## src/rtl/fault_campaign_pkg.sv

```systemverilog
// Shared types and default constants for the fault campaign sequencer.
package fault_campaign_pkg;

  typedef enum logic [2:0] {
    ST_IDLE,
    ST_RUN_G,
    ST_FLUSH_G,
    ST_RUN_F,
    ST_FLUSH_F,
    ST_REPORT,
    ST_FIN
  } state_t;

  localparam int DEF_FID_W  = 10;
  localparam int DEF_RESP_W = 30;

  // One reported fault outcome at the default widths.
  typedef struct packed {
    logic [DEF_FID_W-1:0]  fid;
    logic                  detected;
    logic [DEF_RESP_W-1:0] signature;
  } result_t;

  // x^60 + x^59 + 1 in Galois form (x^60 implied by the shift-out bit).
  localparam logic [59:0] LFSR_POLY_60 = 60'h800000000000001;
  localparam logic [59:0] LFSR_SEED_60 = 60'hC39E12A84D7B055;
  // x^30 + x^6 + x^4 + x + 1 in Galois form.
  localparam logic [29:0] MISR_POLY_30 = 30'h00000053;

  // True when a power-of-two period divides the step index.
  function automatic logic period_hit(input logic [31:0] k, input int unsigned per);
    return (k & (per - 1)) == 32'd0;
  endfunction

endpackage

```

## src/rtl/galois_shift_reg.sv

```systemverilog
// Galois shift register with parallel XOR input; used as both LFSR and MISR.
module galois_shift_reg #(
  parameter int               WIDTH   = 30,
  parameter logic [WIDTH-1:0] POLY    = '0,
  parameter logic [WIDTH-1:0] RST_VAL = '0
) (
  input  logic             clk,
  input  logic             rst,
  input  logic             load,
  input  logic [WIDTH-1:0] load_val,
  input  logic             shift,
  input  logic [WIDTH-1:0] din,
  output logic [WIDTH-1:0] state_o,
  output logic [WIDTH-1:0] step_o
);

  logic [WIDTH-1:0] sr_q, sr_d;

  // One Galois step with the parallel input folded in; load has priority.
  always_comb begin
    step_o = {sr_q[WIDTH-2:0], 1'b0} ^ (sr_q[WIDTH-1] ? POLY : '0) ^ din;
    sr_d   = sr_q;
    if (load) begin
      sr_d = load_val;
    end else if (shift) begin
      sr_d = step_o;
    end
  end

  // Register with synchronous reset.
  always_ff @(posedge clk) begin
    if (rst) begin
      sr_q <= RST_VAL;
    end else begin
      sr_q <= sr_d;
    end
  end

  assign state_o = sr_q;

endmodule

```

## src/rtl/fault_campaign_sequencer.sv

```systemverilog
// Golden pass followed by one pass per fault ID; compares each MISR signature
// against the golden one and streams the outcome out over valid/ready.
module fault_campaign_sequencer
  import fault_campaign_pkg::*;
#(
  parameter int                STIM_W    = 60,
  parameter int                RESP_W    = 30,
  parameter int                FID_W     = 10,
  parameter int                STEP_W    = 16,
  parameter int                LO_BITS   = 18,
  parameter int                MID_BITS  = 22,
  parameter int                HI_PER    = 2,
  parameter int                MID_PER   = 8,
  parameter int                LO_PER    = 64,
  parameter logic [STIM_W-1:0] LFSR_POLY = LFSR_POLY_60,
  parameter logic [STIM_W-1:0] LFSR_SEED = LFSR_SEED_60,
  parameter logic [RESP_W-1:0] MISR_POLY = MISR_POLY_30
) (
  input  logic              clk,
  input  logic              rst,
  input  logic              start,
  input  logic [FID_W-1:0]  fid_start,
  input  logic [FID_W-1:0]  fid_end,
  input  logic [STEP_W-1:0] num_steps,
  output logic [STIM_W-1:0] stim,
  input  logic [RESP_W-1:0] resp,
  output logic              fault_en,
  output logic [FID_W-1:0]  fault_id,
  output logic              busy,
  output logic              done,
  output logic              res_valid,
  input  logic              res_ready,
  output logic [FID_W-1:0]  res_fid,
  output logic              res_detected,
  output logic [RESP_W-1:0] res_signature,
  output logic [FID_W:0]    detected_count
);

  state_t            state_q, state_d;
  logic [FID_W-1:0]  fid_start_q, fid_start_d, fid_end_q, fid_end_d;
  logic [STEP_W-1:0] n_q, n_d, k_q, k_d;
  logic [STIM_W-1:0] stim_q, stim_d;
  logic [FID_W-1:0]  fault_id_q, fault_id_d;
  logic [RESP_W-1:0] golden_q, golden_d;
  logic [FID_W-1:0]  res_fid_q, res_fid_d;
  logic              res_det_q, res_det_d;
  logic [RESP_W-1:0] res_sig_q, res_sig_d;
  logic [FID_W:0]    det_cnt_q, det_cnt_d;

  logic              pass_start, in_run, misr_abs, last_fault, has_faults;
  logic              hit_lo, hit_mid, hit_hi;
  logic [STIM_W-1:0] lfsr_q, lfsr_step_unused;
  logic [RESP_W-1:0] misr_q, misr_step;

  assign last_fault = (fault_id_q + FID_W'(1)) == fid_end_q;
  assign has_faults = fid_start_q < fid_end_q;
  assign hit_lo     = period_hit(32'(k_q), LO_PER);
  assign hit_mid    = period_hit(32'(k_q), MID_PER);
  assign hit_hi     = period_hit(32'(k_q), HI_PER);

  galois_shift_reg #(.WIDTH(STIM_W), .POLY(LFSR_POLY), .RST_VAL(LFSR_SEED)) u_lfsr (
    .clk     (clk),
    .rst     (rst),
    .load    (pass_start),
    .load_val(LFSR_SEED),
    .shift   (in_run),
    .din     ('0),
    .state_o (lfsr_q),
    .step_o  (lfsr_step_unused)
  );

  galois_shift_reg #(.WIDTH(RESP_W), .POLY(MISR_POLY), .RST_VAL('0)) u_misr (
    .clk     (clk),
    .rst     (rst),
    .load    (pass_start),
    .load_val('0),
    .shift   (misr_abs),
    .din     (resp),
    .state_o (misr_q),
    .step_o  (misr_step)
  );

  // State register.
  always_ff @(posedge clk) begin
    if (rst) begin
      state_q <= ST_IDLE;
    end else begin
      state_q <= state_d;
    end
  end

  // Next-state logic; a zero-step pass jumps straight to its FLUSH state.
  always_comb begin
    state_d = state_q;
    case (state_q)
      ST_IDLE:    if (start) state_d = (num_steps == '0) ? ST_FLUSH_G : ST_RUN_G;
      ST_RUN_G:   if (k_q == n_q - STEP_W'(1)) state_d = ST_FLUSH_G;
      ST_FLUSH_G: begin
        if (!has_faults)      state_d = ST_FIN;
        else if (n_q == '0)   state_d = ST_FLUSH_F;
        else                  state_d = ST_RUN_F;
      end
      ST_RUN_F:   if (k_q == n_q - STEP_W'(1)) state_d = ST_FLUSH_F;
      ST_FLUSH_F: state_d = ST_REPORT;
      ST_REPORT: begin
        if (res_ready) begin
          if (last_fault)     state_d = ST_FIN;
          else if (n_q == '0) state_d = ST_FLUSH_F;
          else                state_d = ST_RUN_F;
        end
      end
      ST_FIN:     state_d = ST_IDLE;
      default:    state_d = ST_IDLE;
    endcase
  end

  // Status outputs and datapath strobes decoded from the state.
  always_comb begin
    busy       = state_q != ST_IDLE;
    done       = state_q == ST_FIN;
    res_valid  = state_q == ST_REPORT;
    fault_en   = (state_q == ST_RUN_F) || (state_q == ST_FLUSH_F) || (state_q == ST_REPORT);
    in_run     = (state_q == ST_RUN_G) || (state_q == ST_RUN_F);
    // The first RUN cycle has no preceding stim update, so it absorbs nothing.
    misr_abs   = (in_run && (k_q != '0)) ||
                 (((state_q == ST_FLUSH_G) || (state_q == ST_FLUSH_F)) && (n_q != '0));
    pass_start = ((state_q == ST_IDLE) && start) ||
                 ((state_q == ST_FLUSH_G) && has_faults) ||
                 ((state_q == ST_REPORT) && res_ready && !last_fault);
  end

  // Campaign datapath: stimulus lanes, step counter, golden and result capture.
  always_comb begin
    fid_start_d = fid_start_q;
    fid_end_d   = fid_end_q;
    n_d         = n_q;
    k_d         = k_q;
    stim_d      = stim_q;
    fault_id_d  = fault_id_q;
    golden_d    = golden_q;
    res_fid_d   = res_fid_q;
    res_det_d   = res_det_q;
    res_sig_d   = res_sig_q;
    det_cnt_d   = det_cnt_q;

    if ((state_q == ST_IDLE) && start) begin
      fid_start_d = fid_start;
      fid_end_d   = fid_end;
      n_d         = num_steps;
      det_cnt_d   = '0;
    end

    if (pass_start) begin
      k_d = '0;
    end else if (in_run) begin
      k_d = k_q + STEP_W'(1);
    end

    if (in_run) begin
      for (int b = 0; b < STIM_W; b++) begin
        if (b < LO_BITS) begin
          if (hit_lo) stim_d[b] = lfsr_q[b];
        end else if (b < LO_BITS + MID_BITS) begin
          if (hit_mid) stim_d[b] = lfsr_q[b];
        end else begin
          if (hit_hi) stim_d[b] = lfsr_q[b];
        end
      end
    end

    // The final absorption and its capture share the same edge.
    if (state_q == ST_FLUSH_G) begin
      golden_d = misr_step;
      if (has_faults) fault_id_d = fid_start_q;
    end

    if (state_q == ST_FLUSH_F) begin
      res_fid_d = fault_id_q;
      res_sig_d = misr_step;
      res_det_d = misr_step != golden_q;
    end

    if ((state_q == ST_REPORT) && res_ready) begin
      if (res_det_q && (det_cnt_q != '1)) det_cnt_d = det_cnt_q + 1'b1;
      if (!last_fault) fault_id_d = fault_id_q + FID_W'(1);
    end
  end

  // Datapath registers, all cleared by reset.
  always_ff @(posedge clk) begin
    if (rst) begin
      fid_start_q <= '0;
      fid_end_q   <= '0;
      n_q         <= '0;
      k_q         <= '0;
      stim_q      <= '0;
      fault_id_q  <= '0;
      golden_q    <= '0;
      res_fid_q   <= '0;
      res_det_q   <= 1'b0;
      res_sig_q   <= '0;
      det_cnt_q   <= '0;
    end else begin
      fid_start_q <= fid_start_d;
      fid_end_q   <= fid_end_d;
      n_q         <= n_d;
      k_q         <= k_d;
      stim_q      <= stim_d;
      fault_id_q  <= fault_id_d;
      golden_q    <= golden_d;
      res_fid_q   <= res_fid_d;
      res_det_q   <= res_det_d;
      res_sig_q   <= res_sig_d;
      det_cnt_q   <= det_cnt_d;
    end
  end

  assign stim           = stim_q;
  assign fault_id       = fault_id_q;
  assign res_fid        = res_fid_q;
  assign res_detected   = res_det_q;
  assign res_signature  = res_sig_q;
  assign detected_count = det_cnt_q;

endmodule

```

## config.mk

```make
export PLATFORM = sky130hd
export DESIGN_NAME = fault_campaign_sequencer
export DESIGN_NICKNAME = d
export VERILOG_FILES = /design/src/rtl/fault_campaign_pkg.sv /design/src/rtl/galois_shift_reg.sv /design/src/rtl/fault_campaign_sequencer.sv
export SDC_FILE = /design/constraint.sdc
export NUM_CORES = 1
export LEC_CHECK = 0
export BUFFER_PORTS_ARGS = -buffer_cell sky130_fd_sc_hd__buf_2
export CAP_MARGIN = 20
export CORE_ASPECT_RATIO = 0.7
export CORE_MARGIN = 2
export CORE_UTILIZATION = 45
export DETAILED_ROUTE_END_ITERATION = 7
export PLACE_DENSITY_LB_ADDON = 0.25
export SLEW_MARGIN = 20
export SYNTH_ARGS = -nofsm -noshare
export SYNTH_HDL_FRONTEND = slang
export SYNTH_SLANG_ARGS = --single-unit
```

## constraint.sdc

```tcl
create_clock -name clk -period 3.26 [get_ports clk]
set_input_delay 0.978 -clock clk [delete_from_list [all_inputs] [get_ports clk]]
set_output_delay 0.978 -clock clk [all_outputs]
set_load 0.02 [all_outputs]
```

* Yosys cells after proc, flatten, opt, wreduce, memory -nomap -nowiden
Cells that the tools add are included.
** Word-level totals
- Register bits after elaboration :: 297
- Bits of input ports :: 70
- Output and inout bits :: 126
- Logic and storage cells :: 85
** Cells by class
- Add/subtract/negate cells :: 4
- Order comparisons :: 1
- Eq/ne operators :: 14
- Mux-type cells :: 18
- Bitwise operators :: 3
- Reduce and logical (&&, ||, !) cells :: 29
** Operator list (count)
- 32-bit zero test :: 3
- 60-bit two-way mux :: 1
- 30-bit XOR :: 2
- 60-bit XOR :: 1
- 10-bit two-way mux :: 4
- 11-bit two-way mux :: 3
- 16-bit zero test :: 2
- 16-bit nonzero test :: 2
- 30-bit inequality test :: 1
- 3-bit two-way mux :: 7
- 3-bit case mux with 6 select lines :: 1
- 16-bit by 1-bit adder with 16-bit output, second input constant :: 1
- 16-bit equality test :: 1
- 16-bit by 1-bit subtractor with 16-bit output, second input constant :: 1
- 11-bit by 1-bit adder with 11-bit output, second input constant :: 1
- 11-bit inequality test, second input constant :: 1
- 10-bit by 1-bit adder with 10-bit output, second input constant :: 1
- 10-bit equality test :: 1
- 10-bit < comparator :: 1
- 3-bit equality test, second input constant :: 3
- 1-bit logical AND :: 7
- 1-bit logical OR :: 7
- 7-bit two-way mux :: 1
- 3-bit by 2-bit equality test with 1-bit output, second input constant :: 2
- 10 further kinds :: 14

* Depth between registers and ports, before layout
- Depth in word-level cells :: 6
- Mapped depth :: 11
- Mapped depth without buffers :: 9

* By module
Synthesis repeated with hierarchy kept, for this count alone.
** Unflattened totals
- Cell total of the unflattened synthesis :: 1780
- Area total of the unflattened synthesis :: 14400.1 um^2
** Modules (own cells, without submodules)
- fault_campaign_sequencer :: times used 1, cells an instance 1223, area each 9507.9 um^2, seq. area each 4144.0 um^2
- galois_shift_reg (u_lfsr) :: times used 1, cells an instance 368, area each 3176.8 um^2, seq. area each 1201.2 um^2
- galois_shift_reg (u_misr) :: times used 1, cells an instance 189, area each 1715.4 um^2, seq. area each 600.6 um^2

* Worst setup path before layout
OpenSTA, ideal clock, no wires.
- Path kind :: flip-flop to flip-flop
- From :: reg fault_id_q[0], in the netlist fault_id[0]
- To :: reg fault_id_q[2], in the netlist fault_id[2]
- Library setup time :: 62 ps
- Data arrival time :: 2608 ps
- Data required time :: 3198 ps
- Setup slack :: 589 ps
- Stages on the path, launching flop included :: 10
- Path buffers :: 1
- Clock period less this slack :: 2671 ps
- Path through :: dfxtp_1 > ha_1 > and4_1 > buf_2 > a21boi_0 > o32a_1 > a21oi_1 > o31ai_4 > or4b_2 > nand3_1
** Between the ends
- Cells in the longest elaborated chain, start to end :: 4
** RTL lines
- from (decl) :: line fault_campaign_sequencer.sv:43 : logic [FID_W-1:0] fault_id_q, fault_id_d;
- from (signal assigned) :: line fault_campaign_sequencer.sv:209 : fault_id_q <= fault_id_d;
- 10-bit by 1-bit adder with 10-bit output (*) :: line fault_campaign_sequencer.sv:55, fault_campaign_sequencer.sv:185
- 10-bit equality test :: line fault_campaign_sequencer.sv:55 : assign last_fault = (fault_id_q + FID_W'(1)) == fid_end_q;
- 10-bit two-way mux (*) :: line fault_campaign_sequencer.sv:185 : if (!last_fault) fault_id_d = fault_id_q + FID_W'(1);
- 10-bit two-way mux (*) :: line fault_campaign_sequencer.sv:183 : if ((state_q == ST_REPORT) && res_ready) begin
Every way passes the cells marked *; elsewhere a longest branch is shown, timed or not.
A chain may end at the register's enable or synchronous reset.

* Worst setup path in the final report
- From :: reg state_q[2]
- To :: out fault_en
** Between the ends
- Cells in the longest elaborated chain, start to end :: 3
- Elaborated cells between the ends (all ways) :: 5
- Those cells by class :: 3 x eq/ne; 2 x reduce/logical
** RTL lines
- from (decl) :: line fault_campaign_sequencer.sv:39 : state_t state_q, state_d;
- from (signal assigned) :: line fault_campaign_sequencer.sv:88 : state_q <= state_d;
- 3-bit by 2-bit equality test with 1-bit output or 3-bit equality test (tied branches) :: line fault_campaign_sequencer.sv:122 : fault_en = (state_q == ST_RUN_F) || (state_q == ST_FLUSH_F) || (state_q == ST_REPORT);
- 1-bit logical OR :: line fault_campaign_sequencer.sv:122
- 1-bit logical OR (*) :: line fault_campaign_sequencer.sv:122
- to (decl) :: line fault_campaign_sequencer.sv:27 : output logic fault_en,
Marked as above.

==> impl_metrics.json <==
{
  "status": "finished clean",
  "power.density_nw_per_um2": 862,
  "hold-worst-slack_ns": 0.450,
  "syn_inst": 1552,
  "synth_edf_count": 0,
  "drive_gt1_share_pct": 18.8,
  "initial_core_util_pct": 46.1,
  "synthesis.area_um2": 12900,
  "design_area_um2": 15200,
  "wirelength_um": 33100,
  "cp.required_ns": 2.28,
  "peakVddDrop_v": 0.000503,
  "synth-seq-cells": 297,
  "crit_slowest_cell": "dfxtp_1",
  "synth_nets": 1637,
  "syn_to_final_growth_pct": 17.6,
  "coreArea_um2": 28000,
  "slew_viol_final": 0,
  "arrival_ns": 2.03,
  "die_y_um": 146,
  "seq_area_frac_synth_pct": 46.1,
  "gp_congestion": 0.920,
  "ys_async_sr_fraction_pct": 0,
  "rows": 51,
  "path_cells": "nor2b_1, nand2b_1, buf_2",
  "syn_area_per_cell_um2": 8.32,
  "cts_tree": "built",
  "fin_util_pct": 54.2,
  "endpoint_kind": "output port",
  "ys.flop_type": "dfxtp_1",
  "h-tree-depth": 1,
  "ant_nets": 0,
  "path_clk_slew_ns": 0.06,
  "grt_pass1_vias": 10186,
  "hold_class": "reg2reg",
  "grt_usage_pct": 21.6,
  "fin_crit_ns": 3.01,
  "wl_per_cell_um": 15.8,
  "worstMarginPinSlew_ns": 0.843,
  "worst_skew_pair.late_latency_ns": 0.57,
  "max_cap_viol_count": 0,
  "die_w_um": 206,
  "slowest_delay_ns": 0.74,
  "numPortBuffers": 195,
  "worst-path-max-fanout": 16,
  "rsz0062_at_grt": "false",
  "synth.distinct_cells": 69,
  "grt_max_degree": 129,
  "num_io_pins": 196,
  "antenna_found_initial": 4,
  "first_pass_iters": 5,
  "cts_made_buffers": 30,
  "crit_path_start_kind": "register",
  "post_cts_resized": 0,
  "die_area_um2": 30100,
  "grt_pass1_wl_um": 53800,
  "hpwl_um": 22600,
  "post_dp_cell_area_um2": 14200,
  "overflow": 0,
  "fin_tns_setup_ns": 0,
  "ctsLongestPathBuffers": 3,
  "vias": 11121,
  "fin_skew_ns": 0.0151,
  "leakagePower_nw": 5.78,
  "criticalPathCategory": "reg2out",
  "timing.final.crit_share_pct": 92.3,
  "hold_viol_final": 0,
  "relSlewSlack_pct": 43.3,
  "cts_post_setup_buffers_inserted": 0,
  "cts_root_buffer": "clkbuf_16",
  "p_total_mw": 13.1,
  "yosys_warnings": 0,
  "nets": 1783,
  "viasPerCell": 5.31,
  "setup_viol": 0,
  "fillers": 2591,
  "clock.fmax_mhz": 333,
  "clock-sinks": 297,
  "drtIter0Drc": 822,
  "holdBufCountCts": 0,
  "drc": 0
}
==> through the flow <==
stage               instances  worst slack, ns
finish                   2093            0.252
CTS                      2092            0.259
global placement         2037            0.320
detailed placement       2037            0.215
global route             2092            0.110
floorplan                1552            0.589
==> final timing paths <==
kind,depth (start not counted),startpoint,to,slack (ns)
worst max register to register,8,fault_id[2]$_SDFF_PP0_,fault_id[7]$_SDFF_PP0_,0.30
worst max-delay path,3,state_q[2]$_SDFFE_PP0P_,fault_en,0.25
worst min-delay path,2,stim[19]$_SDFFE_PP0P_,stim[19]$_SDFFE_PP0P_,0.45
worst min register to register,2,stim[19]$_SDFFE_PP0P_,stim[19]$_SDFFE_PP0P_,0.45
==> power breakdown <==
| group | switching (mW) | internal, mW |
|---|---|---|
| Clock | 1.45 | 2.09 |
| Combinational | 2.89 | 1.66 |
| Sequential | 0.608 | 4.40 |
| Total | 4.94 | 8.15 |
==> routing by layer <==
metal / wire [um] / GRT usage [%]
met2: 13800 / 31.5
met3: 2060 / 4.57
met5: 39 / 0
met4: 529 / 4.14
met1: 16700 / 32.7
==> cell type report <==
type | instances | area, um2 | share of cell area (%)
Clock inverter | 10 | 139 | 0.915
Clock buffer | 45 | 877 | 5.78
Inverter | 26 | 97.6 | 0.643
Tap cell | 371 | 464 | 3.06
Antenna cell | 1 | 2.50 | 0.0165
Sequential cell | 297 | 5950 | 39.2
Multi-Input combinational cell | 1121 | 6420 | 42.3
Timing Repair Buffer | 222 | 1230 | 8.13
==> registers in the layout, indices dropped and copies added, names as in the netlist <==
signal          count
u_lfsr.state_o     60
fid_start_q        10
fid_end_q          10
res_signature      30
res_fid            10
fault_id           10
k_q                16
stim               60
u_misr.state_o     30
res_detected        1
detected_count     11
n_q                16
state_q             3
golden_q           30
==> cells in the mapped netlist (all sizes together), types with 19 or more instances <==
| cell type | n | area share, % |
|---|---|---|
| nand3b | 35 | 2.1 |
| a21oi | 161 | 7.1 |
| xnor2 | 85 | 5.8 |
| clkbuf | 89 | 2.6 |
| inv | 26 | 0.76 |
| a211oi | 85 | 4.9 |
| xor2 | 31 | 2.1 |
| dfxtp | 297 | 46 |
| buf | 19 | 1.1 |
| nand2 | 376 | 11 |
| nor2 | 131 | 3.8 |
| nor4 | 20 | 1.2 |
==> cell families (layout without fill, tap and decap cells) <==
group | count (synthesis) | count (layout) | share of synthesized area [%]
other | 0 | 1 | 0
muxes | 7 | 7 | 0.552
AOI/OAI and AO/OA | 304 | 304 | 15.6
and+or+nand+nor | 679 | 679 | 24.0
xor gates and xnor gates | 116 | 116 | 7.87
adders and majority gates | 15 | 15 | 1.45
buffers and inverters | 134 | 303 | 4.42
DFF | 297 | 297 | 46.1
==> cell usage in the layout, fill, tap and decap left out, types with 6 or more instances in the layout <==
master     count
o21ai_0        9
a21oi_2       30
ha_1          15
nor4_1        17
nand3_1       16
nand4_1       15
xor2_1        31
dfxtp_1      297
clkbuf_1       8
buf_4         23
and2_1         6
clkbuf_8       7
inv_1         26
buf_2        194
or3_1         11
nand2b_1      12
clkbuf_16     30
nand3b_1      34
and3_1         9
nor2_1       131
mux2i_1        6
nand2_1      376
a211oi_1      85
a21oi_1      131
xnor2_1       85
nor3_1        12
==> worst max-delay path, delay by kind of cell (launching register included) <==
kind          cells  cell delay (ns)
buf+inv           1             0.21
flops             1             0.74
simple gates      2             0.51
Note: power is estimated with default switching activity, not from simulation.
